`config.mk`:
```
export PLATFORM = sky130hd
export DESIGN_NAME = bus_xfer_ctrl
export DESIGN_NICKNAME = d
export VERILOG_FILES = /design/src/rtl/bus_xfer_ctrl.sv
export SDC_FILE = /design/constraint.sdc
export NUM_CORES = 1
export LEC_CHECK = 0
export ABC_CLOCK_PERIOD_IN_PS = 3200
export CAP_MARGIN = 20
export CORE_MARGIN = 3
export CORE_UTILIZATION = 44
export DETAILED_ROUTE_END_ITERATION = 8
export GPL_ROUTABILITY_DRIVEN = 0
export PLACE_DENSITY = 0.81
export SYNTH_ARGS = -nofsm -noshare
export SYNTH_HDL_FRONTEND = slang
export SYNTH_SLANG_ARGS = --single-unit
```
`constraint.sdc`:
```
create_clock -name clk -period 3.2 [get_ports clk]
set_input_delay 0.32 -clock clk [delete_from_list [all_inputs] [get_ports clk]]
set_output_delay 0.32 -clock clk [all_outputs]
set_load 0.01 [all_outputs]
```
`src/rtl/bus_xfer_ctrl.sv`:
```
// bus_xfer_ctrl -- sequencer/arbiter for the shared register bus.
// Several requesters ask for register-to-register transfers. One transfer is
// granted at a time. For that transfer the block drives Oen (the source drives
// the bus) and then Inen (the destination latches the bus). At most one
// register drives the bus in any cycle.
//
// Optional feature: define BUS_XFER_RR_EN for round-robin arbitration.
// When it is undefined, arbitration is fixed priority (the lowest index wins).
//
// Ports:
//   clk            rising-edge clock
//   clr            asynchronous reset, active low
//   req  [NREQ]    level request per requester
//   src  [NREQ*IW] source index, requester i in bits [i*IW +: IW]
//   dst  [NREQ*IW] destination index, same packing
//   grant[NREQ]    one-hot, the requester being served
//   busy           high whenever the FSM is not idle
//   done           one-cycle completion pulse
//   err            one-cycle pulse with done for a rejected transfer
//   Oen  [NREG]    per-register bus drive enable
//   Inen [NREG]    per-register latch enable
module bus_xfer_ctrl #(
  parameter  int NREG = 4,
  parameter  int NREQ = 2,
  localparam int IW   = (NREG > 1) ? $clog2(NREG) : 1,
  localparam int RW   = (NREQ > 1) ? $clog2(NREQ) : 1
) (
  input  logic              clk,
  input  logic              clr,
  input  logic [NREQ-1:0]   req,
  input  logic [NREQ*IW-1:0] src,
  input  logic [NREQ*IW-1:0] dst,
  output logic [NREQ-1:0]   grant,
  output logic              busy,
  output logic              done,
  output logic              err,
  output logic [NREG-1:0]   Oen,
  output logic [NREG-1:0]   Inen
);

  typedef enum logic [2:0] {IDLE, SETUP, LOAD, FIN, REJ} state_t;

  state_t          state, state_nxt;
  logic [IW-1:0]   src_q, dst_q;
  logic [IW-1:0]   win_src, win_dst;
  logic [RW-1:0]   win, cand;
  logic            win_vld, win_ok;
  logic [NREQ-1:0] grant_q;
`ifdef BUS_XFER_RR_EN
  logic [RW-1:0]   rr_ptr;   // next requester to be searched first
`endif

  // Arbiter: scan requesters in priority order and take the first one asking.
  always_comb begin
    win     = '0;
    win_vld = 1'b0;
    cand    = '0;
    for (int k = 0; k < NREQ; k++) begin
`ifdef BUS_XFER_RR_EN
      cand = RW'((int'(rr_ptr) + k) % NREQ);
`else
      cand = RW'(k);
`endif
      if (!win_vld && req[cand]) begin
        win_vld = 1'b1;
        win     = cand;
      end
    end
  end

  assign win_src = src[int'(win)*IW +: IW];
  assign win_dst = dst[int'(win)*IW +: IW];
  assign win_ok  = (win_src != win_dst) && (int'(win_src) < NREG) && (int'(win_dst) < NREG);

  // State register
  always_ff @(posedge clk or negedge clr) begin
    if (!clr) state <= IDLE;
    else      state <= state_nxt;
  end

  // Next state
  always_comb begin
    state_nxt = state;
    case (state)
      IDLE:     if (win_vld) state_nxt = win_ok ? SETUP : REJ;
      SETUP:    state_nxt = LOAD;
      LOAD:     state_nxt = FIN;
      FIN, REJ: state_nxt = IDLE;
      default:  state_nxt = IDLE;
    endcase
  end

  // Capture the winner's indices in IDLE. Later changes on src/dst are ignored.
  always_ff @(posedge clk or negedge clr) begin
    if (!clr) begin
      grant_q <= '0;
      src_q   <= '0;
      dst_q   <= '0;
`ifdef BUS_XFER_RR_EN
      rr_ptr  <= '0;
`endif
    end else if (state == IDLE && win_vld) begin
      grant_q <= NREQ'(1) << win;
      src_q   <= win_src;
      dst_q   <= win_dst;
`ifdef BUS_XFER_RR_EN
      rr_ptr  <= RW'((int'(win) + 1) % NREQ);
`endif
    end else if (state == FIN || state == REJ) begin
      grant_q <= '0;
    end
  end

  // Outputs: decoded only from the state and the captured registers.
  // No combinational path exists from req/src/dst to any output.
  always_comb begin
    Oen   = '0;
    Inen  = '0;
    done  = 1'b0;
    err   = 1'b0;
    busy  = (state != IDLE);
    grant = grant_q;
    case (state)
      SETUP: Oen[src_q] = 1'b1;
      LOAD: begin
        Oen[src_q]  = 1'b1;
        Inen[dst_q] = 1'b1;
      end
      FIN:  done = 1'b1;
      REJ: begin
        done = 1'b1;
        err  = 1'b1;
      end
      default: ;
    endcase
  end

endmodule

```
# == After elaboration in Yosys (flattened, before gate mapping) ==
# Index checks and enable logic that the tools add are counted.
# word_totals
regBits,9
input_bits,12
wordCells,44
# classes
magnitude_cmp,4
n_eq_ne,6
n_shift,3
muxes,16
n_reduce_logical,11
# ops
cell,n
$pmux 3 s3,1
$mux 4,2
$shiftx 4x3->2,2
$mux 1,7
$eq 3x2->1 const B,2
$lt 2x3->1 const B,2
$mux 3,2
$demux 1 s2,2
$ge 2x1->1 const B,2
$logic_and 1x1->1,4
$mux 2,2
$reduce_or 2->1,2
$eq 3x1->1 const B,1
$eq 3x3->1 const B,1
$logic_not 3->1,1
$reduce_bool 3->1,1
$ne 2x2->1,1
$ne 2x2->1 const B,1
$reduce_bool 2->1,1
$shl 1x1->2 const A,1
$logic_not 1->1,1
$logic_or 1x1->1,1

# == Depth between registers and ports, before layout ==
# Gate-level depths: netlist (run 1).
# logic_depth
word_depth,9
mapped_depth,5
ltp_nobuf,4

# == Least setup slack after synthesis (run 1) ==
# No wires, ideal clock.
# synth_path
path_kind,register to output
start,register state[0]
end,output Oen[2]
t_arrival_ns,1.057
required_ns,2.880
setup_slack_ns,1.823
stages_incl_launch_ff,5
path_buffers,1
cell_sequence,dfrtp_1 > buf_2 > xor2_1 > nand2b_1 > nor3b_1
# synth_via
elab_chain_len,3
# synth_rtl
element,line,source
start: declaration,43,"state_t state, state_nxt;"
start signal: assignment,78,else state <= state_nxt;
$eq 3x2->1 / $eq 3x1->1 (equally long branches),123,case (state)
$reduce_or 2->1 (no line) *,--,
$mux 4 *,--,
end: declaration,37,"output logic [NREG-1:0] Oen,"
# Mark *: on every way between the ends. The rest lies on a longest branch, timed or not.

# == Worst setup path after layout (run 1) ==
# layout_path
start,register state[1]
end,output Oen[2]
# The elaborated chain is that of the path after synthesis.

==> results of run 1 <==
path summary, 6_finish.rpt:
path	end	slack, ns	cells past startpoint
min	state[2]$_DFFE_PN0P_	0.35	1
min in group clk	grant[0]$_DFFE_PN0P_	0.56	1
max in group asynchronous	dst_q[0]$_DFFE_PN0P_	2.55	1
max reg2reg	src_q[1]$_DFFE_PN0P_	1.73	3
min reg2reg	grant[0]$_DFFE_PN0P_	0.56	1
max	Oen[2]	0.94	4
routing by layer:
metal	GRT usage, %	vias to the layer above	share of wire (%)
li1	-	316	-
met1	21.3	293	46
met2	26.5	28	46
met3	5.39	2	7.5
met4	4.82	0	0.39
met5	0	-	0
layout make-up:
class / count / area (um2)
Fill cell: 101 / 337
Multi-Input combinational cell: 53 / 325
Timing Repair Buffer: 25 / 248
Sequential cell: 9 / 225
Inverter: 10 / 37.5
Clock buffer: 4 / 26.3
Tap cell: 14 / 17.5
power groups by stage:
stage	combinational, uW	sequential, uW	clock (uW)
global route	476	255	94.8
global placement	429	244	0
CTS	441	243	92.3
floorplan	292	212	0
finish	439	245	89.7
detailed placement	439	246	0
worst register-to-register path, cell delays in order (launching register included):
cell	delay, ns
dfrtp_1	0.50
or4b_4	0.63
o22ai_1	0.16
a21oi_1	0.06
cell usage in the layout, fill, tap and decap left out, types with 2 or more instances in the layout:
cell / instances
clkdlybuf4s50_1: 24
nor2_1: 11
inv_1: 10
dfrtp_1: 9
a21oi_1: 6
nor3_1: 5
xor2_1: 5
a31o_2: 4
o22ai_1: 4
nand2_1: 3
clkbuf_4: 3
nor3b_1: 2
o21ai_0: 2
state kept, by name (all words and copies together), names as in the netlist:
name   cells
state      3
dst_q      2
grant      2
src_q      2
cells by family (layout without fill, tap and decap cells):
kind of cell	count (synthesis)	count (layout)	share of synthesized area, %
buffers and inverters	15	39	10.9
xor gates and xnor gates	5	5	7.08
and+or+nand+nor	27	27	22.7
AOI/OAI and AO/OA	21	21	22.9
DFF	9	9	36.4
per-stage QoR:
| stage | setup WS [ns] | instance area, um2 | utilization (%) | total power [uW] |
|---|---|---|---|---|
| 2_1_floorplan | 1.82 | 618 | - | 504 |
| 3_3_place_gp | 1.33 | 853 | 70.2 | 673 |
| 3_5_place_dp | 1.23 | 853 | 70.2 | 685 |
| 4_1_cts | 0.937 | 880 | 72.3 | 776 |
| 5_1_grt | 0.797 | 880 | 72.3 | 827 |
| 6_report | 0.943 | 880 | 72.3 | 774 |
==> results by group, run 1 <==
Outcome
  • Status: completed

Clock network
  • TritonCTS clock tree: yes
  • # H-tree levels: 1
  • TritonCTS buffer count: 3
  • Post_cts resized: 0
  • Post-CTS setup repair buffer count: 0
  • Clk buf depth: 2
  • # hold bufs at CTS: 0
  • Clock transition at path regs: 0.07 ns
  • Clock Latency Late Sink: 0.26 ns
  • Clk sinks: 9
  • Clock root cell: clkbuf_4

STA
  • Hold Vio Cnt, Final: 0
  • Setup_tns: 0 ns
  • Slew Viols, Final: 0
  • Maximum clock frequency: 443 MHz
  • Worst hold slack: 0.354 ns
  • Worst slew pin tran: 0.418 ns
  • Tmin final: 2.26 ns
  • Unrepaired setup endpoints after global routing: no
  • Relative slew slack: 72.0%
  • Layout Skew: 0.00873 ns
  • Fin crit share: 70.5%
  • Final setup fails: 0

Critical path
  • Buf/Inv on CP: 1
  • CP peak stage delay: 0.57 ns
  • Top delay family on crit path: buffers and inverters
  • Worst path cell trace: xor2_1 -> nand2b_1 -> nor3b_1 -> clkdlybuf4s50_1
  • WP data required: 2.88 ns
  • Source of the critical timing path: state[1]$_DFFE_PN0P_
  • Largest fanout on the critical path: 11
  • Reg2reg start: state[1]$_DFFE_PN0P_
  • Worst Setup Start Kind: flip-flop
  • Worst setup path category: reg2out
  • Worst EP arrival: 1.94 ns
  • Worst setup EP type: primary output
  • Slowest cell on crit path: clkdlybuf4s50_1

Placement
  • Port Buffers: 24
  • Placed instance count: 111
  • Detailed placement HPWL: 1190 um

Cells and area
  • Finished Layout Cells: 115
  • Number of diodes: 0
  • Total Nets Final: 114
  • Area growth, synth to finish: 42.3%
  • Layout cell share with drive strength beyond 1: 8.91%

Synth
  • YS warnings: 0
  • Synth cell types: 26
  • Post-Synthesis Net Count: 89
  • EDFF count, synth: 0
  • Largest area contributor in the netlist: dfrtp_1
  • Register area share after synthesis: 36.4%
  • Post-synth ARST share: 100%
  • Synthesized cell area: 618 um2
  • Cell with the most instances after synthesis: nor2_1
  • Synth Register Bits: 9
  • Post-synth top cells: 11 x nor2_1, 10 x inv_1, 9 x dfrtp_1, 6 x a21oi_1
  • Post-Synthesis Mean Instance Area: 8.03 um2
  • Mapped Cells: 77
  • Top cells by area, synth: dfrtp_1 36%, xor2_1 7.1%, nor2_1 6.7%
  • Ys flop type: dfrtp_1
  • Fraction of post-synthesis cell area in the top cell type by area: 36.4%

Global routing
  • Total GRT Usage: 16.6%
  • Initial antenna violation count: 0
  • Global-route wire length before repair: 2350 um
  • Largest net degree at the start of global routing: 13
  • Congestion Overflow GR: 0
  • Vias in the first global route: 559

Min path
  • Worst Hold Class: in2async

Route
  • DR vias: 639
  • Via density: 5.56
  • Routed wire length: 1530 um
  • Final ANT Viol Nets: 0
  • DR WL/cell: 13.3 um
  • DR iter-0 viols: 17
  • Pre-antenna DRT Iters: 4
  • Number of remaining DRC errors: 0

Power and ir drop
  • Switch Pwr: 320 uW
  • Part of the power in combinational logic: 56.7%
  • Leakage Power: 0.000388 uW
  • Pwr per Cell Area: 880 mW/mm2
  • Clock power frac: 11.6%
  • Peak supply drop: 0.505 mV
  • Seq pwr share: 31.7%
  • Switching power share of the total: 41.4%
  • Internal power: 454 uW

Die
  • Ports: 25
  • Die area: 0.00189 mm2
  • CORE AREA: 0.00122 mm2
  • Die Y: 43.5 um
  • FP Rows: 12
  • DIE WIDTH: 43.5 um
  • Initial core utilization: 50.8%

Run
  • Number of max-cap violations: 0
Note: power is estimated with default switching activity, not from simulation.
==> run 2: changes to the inputs <==
ABC_CLOCK_PERIOD_IN_PS = 1950   (was 3200)
CORE_UTILIZATION = 37   (was 44)
PLACE_DENSITY = 0.73   (was 0.81)
clock period = 1.95 ns   (was 3.2 ns; I/O delays follow)
==> results by group, run 2 (synthesis gave the netlist of run 1 again) <==
Outcome
  • Status: completed

Die
  • Die area: 0.00220 mm2
  • Die Y: 46.9 um
  • CORE AREA: 0.00154 mm2
  • DIE WIDTH: 46.9 um
  • FP Rows: 14
  • Ports: 25
  • Initial core utilization: 40.1%

Route
  • Pre-antenna DRT Iters: 4
  • Via density: 5.47
  • DR vias: 656
  • DR iter-0 viols: 9
  • Number of remaining DRC errors: 0
  • Final ANT Viol Nets: 0
  • DR WL/cell: 13.7 um
  • Routed wire length: 1650 um

Clock network
  • Clock transition at path regs: 0.07 ns
  • Clk buf depth: 2
  • Clk sinks: 9
  • Clock Latency Late Sink: 0.27 ns
  • # H-tree levels: 1
  • # hold bufs at CTS: 0
  • TritonCTS buffer count: 3
  • Clock root cell: clkbuf_4
  • TritonCTS clock tree: yes

Critical path
  • Slowest cell on crit path: clkdlybuf4s50_1
  • Worst setup EP type: primary output
  • CP peak stage delay: 0.56 ns
  • Worst setup path category: reg2out
  • Worst path cell trace: nor2_2 -> nand2_1 -> nor3_1 -> clkdlybuf4s50_1
  • Buf/Inv on CP: 1
  • Worst Setup Start Kind: flip-flop
  • Worst EP arrival: 1.67 ns
  • Top delay family on crit path: buffers and inverters
  • WP data required: 1.75 ns
  • Largest fanout on the critical path: 9

Global routing
  • Global-route wire length before repair: 2500 um
  • Vias in the first global route: 586
  • Total GRT Usage: 16.1%
  • Initial antenna violation count: 0
  • Largest net degree at the start of global routing: 13
  • Congestion Overflow GR: 0

STA
  • Setup_tns: 0 ns
  • Tmin final: 1.86 ns
  • Worst slew pin tran: 0.454 ns
  • Relative slew slack: 69.6%
  • Worst hold slack: 0.237 ns
  • Layout Skew: 0.0106 ns
  • Slew Viols, Final: 0
  • Final setup fails: 0
  • Hold Vio Cnt, Final: 0
  • Unrepaired setup endpoints after global routing: no
  • Fin crit share: 95.5%
  • Maximum clock frequency: 537 MHz

Cells and area
  • Fill cell count: 155
  • Number of diodes: 0
  • Design area: 920 um2
  • Layout cell share with drive strength beyond 1: 15.4%
  • Most common cell after layout, fill and taps aside: clkdlybuf4s50_1
  • Total Nets Final: 117
  • Register area: 228 um2
  • Commonest non-fill, non-tap cells in the layout: 19 x clkdlybuf4s50_1, 10 x inv_1, 10 x nor2_1
  • Number of flip-flops in the largest register: 3
  • Area growth, synth to finish: 48.8%
  • Top reg by flops: state
  • Area of the multi-input gates: 333 um2

Run
  • Number of max-cap violations: 0

Min path
  • Worst Hold Class: in2async

Power and ir drop
  • Peak supply drop: 0.720 mV
  • Leakage Power: 0.000460 uW
  • Pwr per Cell Area: 1430 mW/mm2

Placement
  • Detailed placement HPWL: 1210 um
  • Dpl cell area: 863 um2
  • Port Buffers: 24
## run 2: changes by cell type in the layout (fill, tap and decap cells not counted), sizes merged
| cell | delta |
|---|---|
| buf | +3 |
| clkdlybuf4s50 | -5 |
| dlymetal6s2s | +3 |
| dlygate4sd2 | +2 |
## run 2: final cells by class
type | count | share of cell area [%]
multi-input cells | 53 | 36.2
repair buffers | 28 | 29.9
flip-flops and latches | 9 | 24.8
inverters | 10 | 4.08
clock buffers | 4 | 2.86
well taps | 16 | 2.18
## run 2: worst register-to-register path: cells and delay by family (launching register included)
family / cells / cell delay, ns
compound gates: 2 / 0.22
buf+inv: 1 / 0.16
simple gates: 1 / 0.55
flops: 1 / 0.44
## run 2: metrics by stage
| stage | std cells | power [uW] | utilization, % | worst slack (ns) |
|---|---|---|---|---|
| 2_1_floorplan | 77 | 827 | - | 0.594 |
| 3_3_place_gp | 114 | 1120 | 56.0 | 0.272 |
| 3_5_place_dp | 114 | 1130 | 56.0 | 0.225 |
| 5_1_grt | 120 | 1430 | 59.7 | 0.0185 |
| 6_report | 120 | 1320 | 59.7 | 0.0879 |
| 4_1_cts | 120 | 1310 | 58.8 | 0.0148 |
## run 2: final timing paths
check / startpoint / cells past startpoint / endpoint / slack, ns
worst max register to register: state[0]$_DFFE_PN0P_ / 4 / src_q[1]$_DFFE_PN0P_ / 0.44
worst min-delay path: clr / 1 / grant[0]$_DFFE_PN0P_ / 0.24
min in group clk: grant[0]$_DFFE_PN0P_ / 1 / grant[0]$_DFFE_PN0P_ / 0.53
max in group asynchronous: clr / 1 / state[2]$_DFFE_PN0P_ / 1.38
worst max-delay path: state[2]$_DFFE_PN0P_ / 4 / Inen[2] / 0.09
worst min register to register: grant[0]$_DFFE_PN0P_ / 1 / grant[0]$_DFFE_PN0P_ / 0.53
## run 2: where the power goes
group	switching, uW	internal [uW]
Combinational	380	416
Sequential	94.9	277
Clock	72.1	79.1
Total	547	772
## run 2: metal layers
layer / GRT usage (%) / up-vias / wire length, um
li1: - / 322 / -
met4: 6.08 / 0 / 7
met2: 25.2 / 26 / 818
met3: 8.05 / 2 / 134
met5: 0 / - / 0
met1: 18.9 / 306 / 688
## run 2: timing repair
action,4_1_cts,5_1_grt
gates resized for setup,5,4
setup buffers,2,0
gates cloned,0,0
setup endpoints to repair,4,4
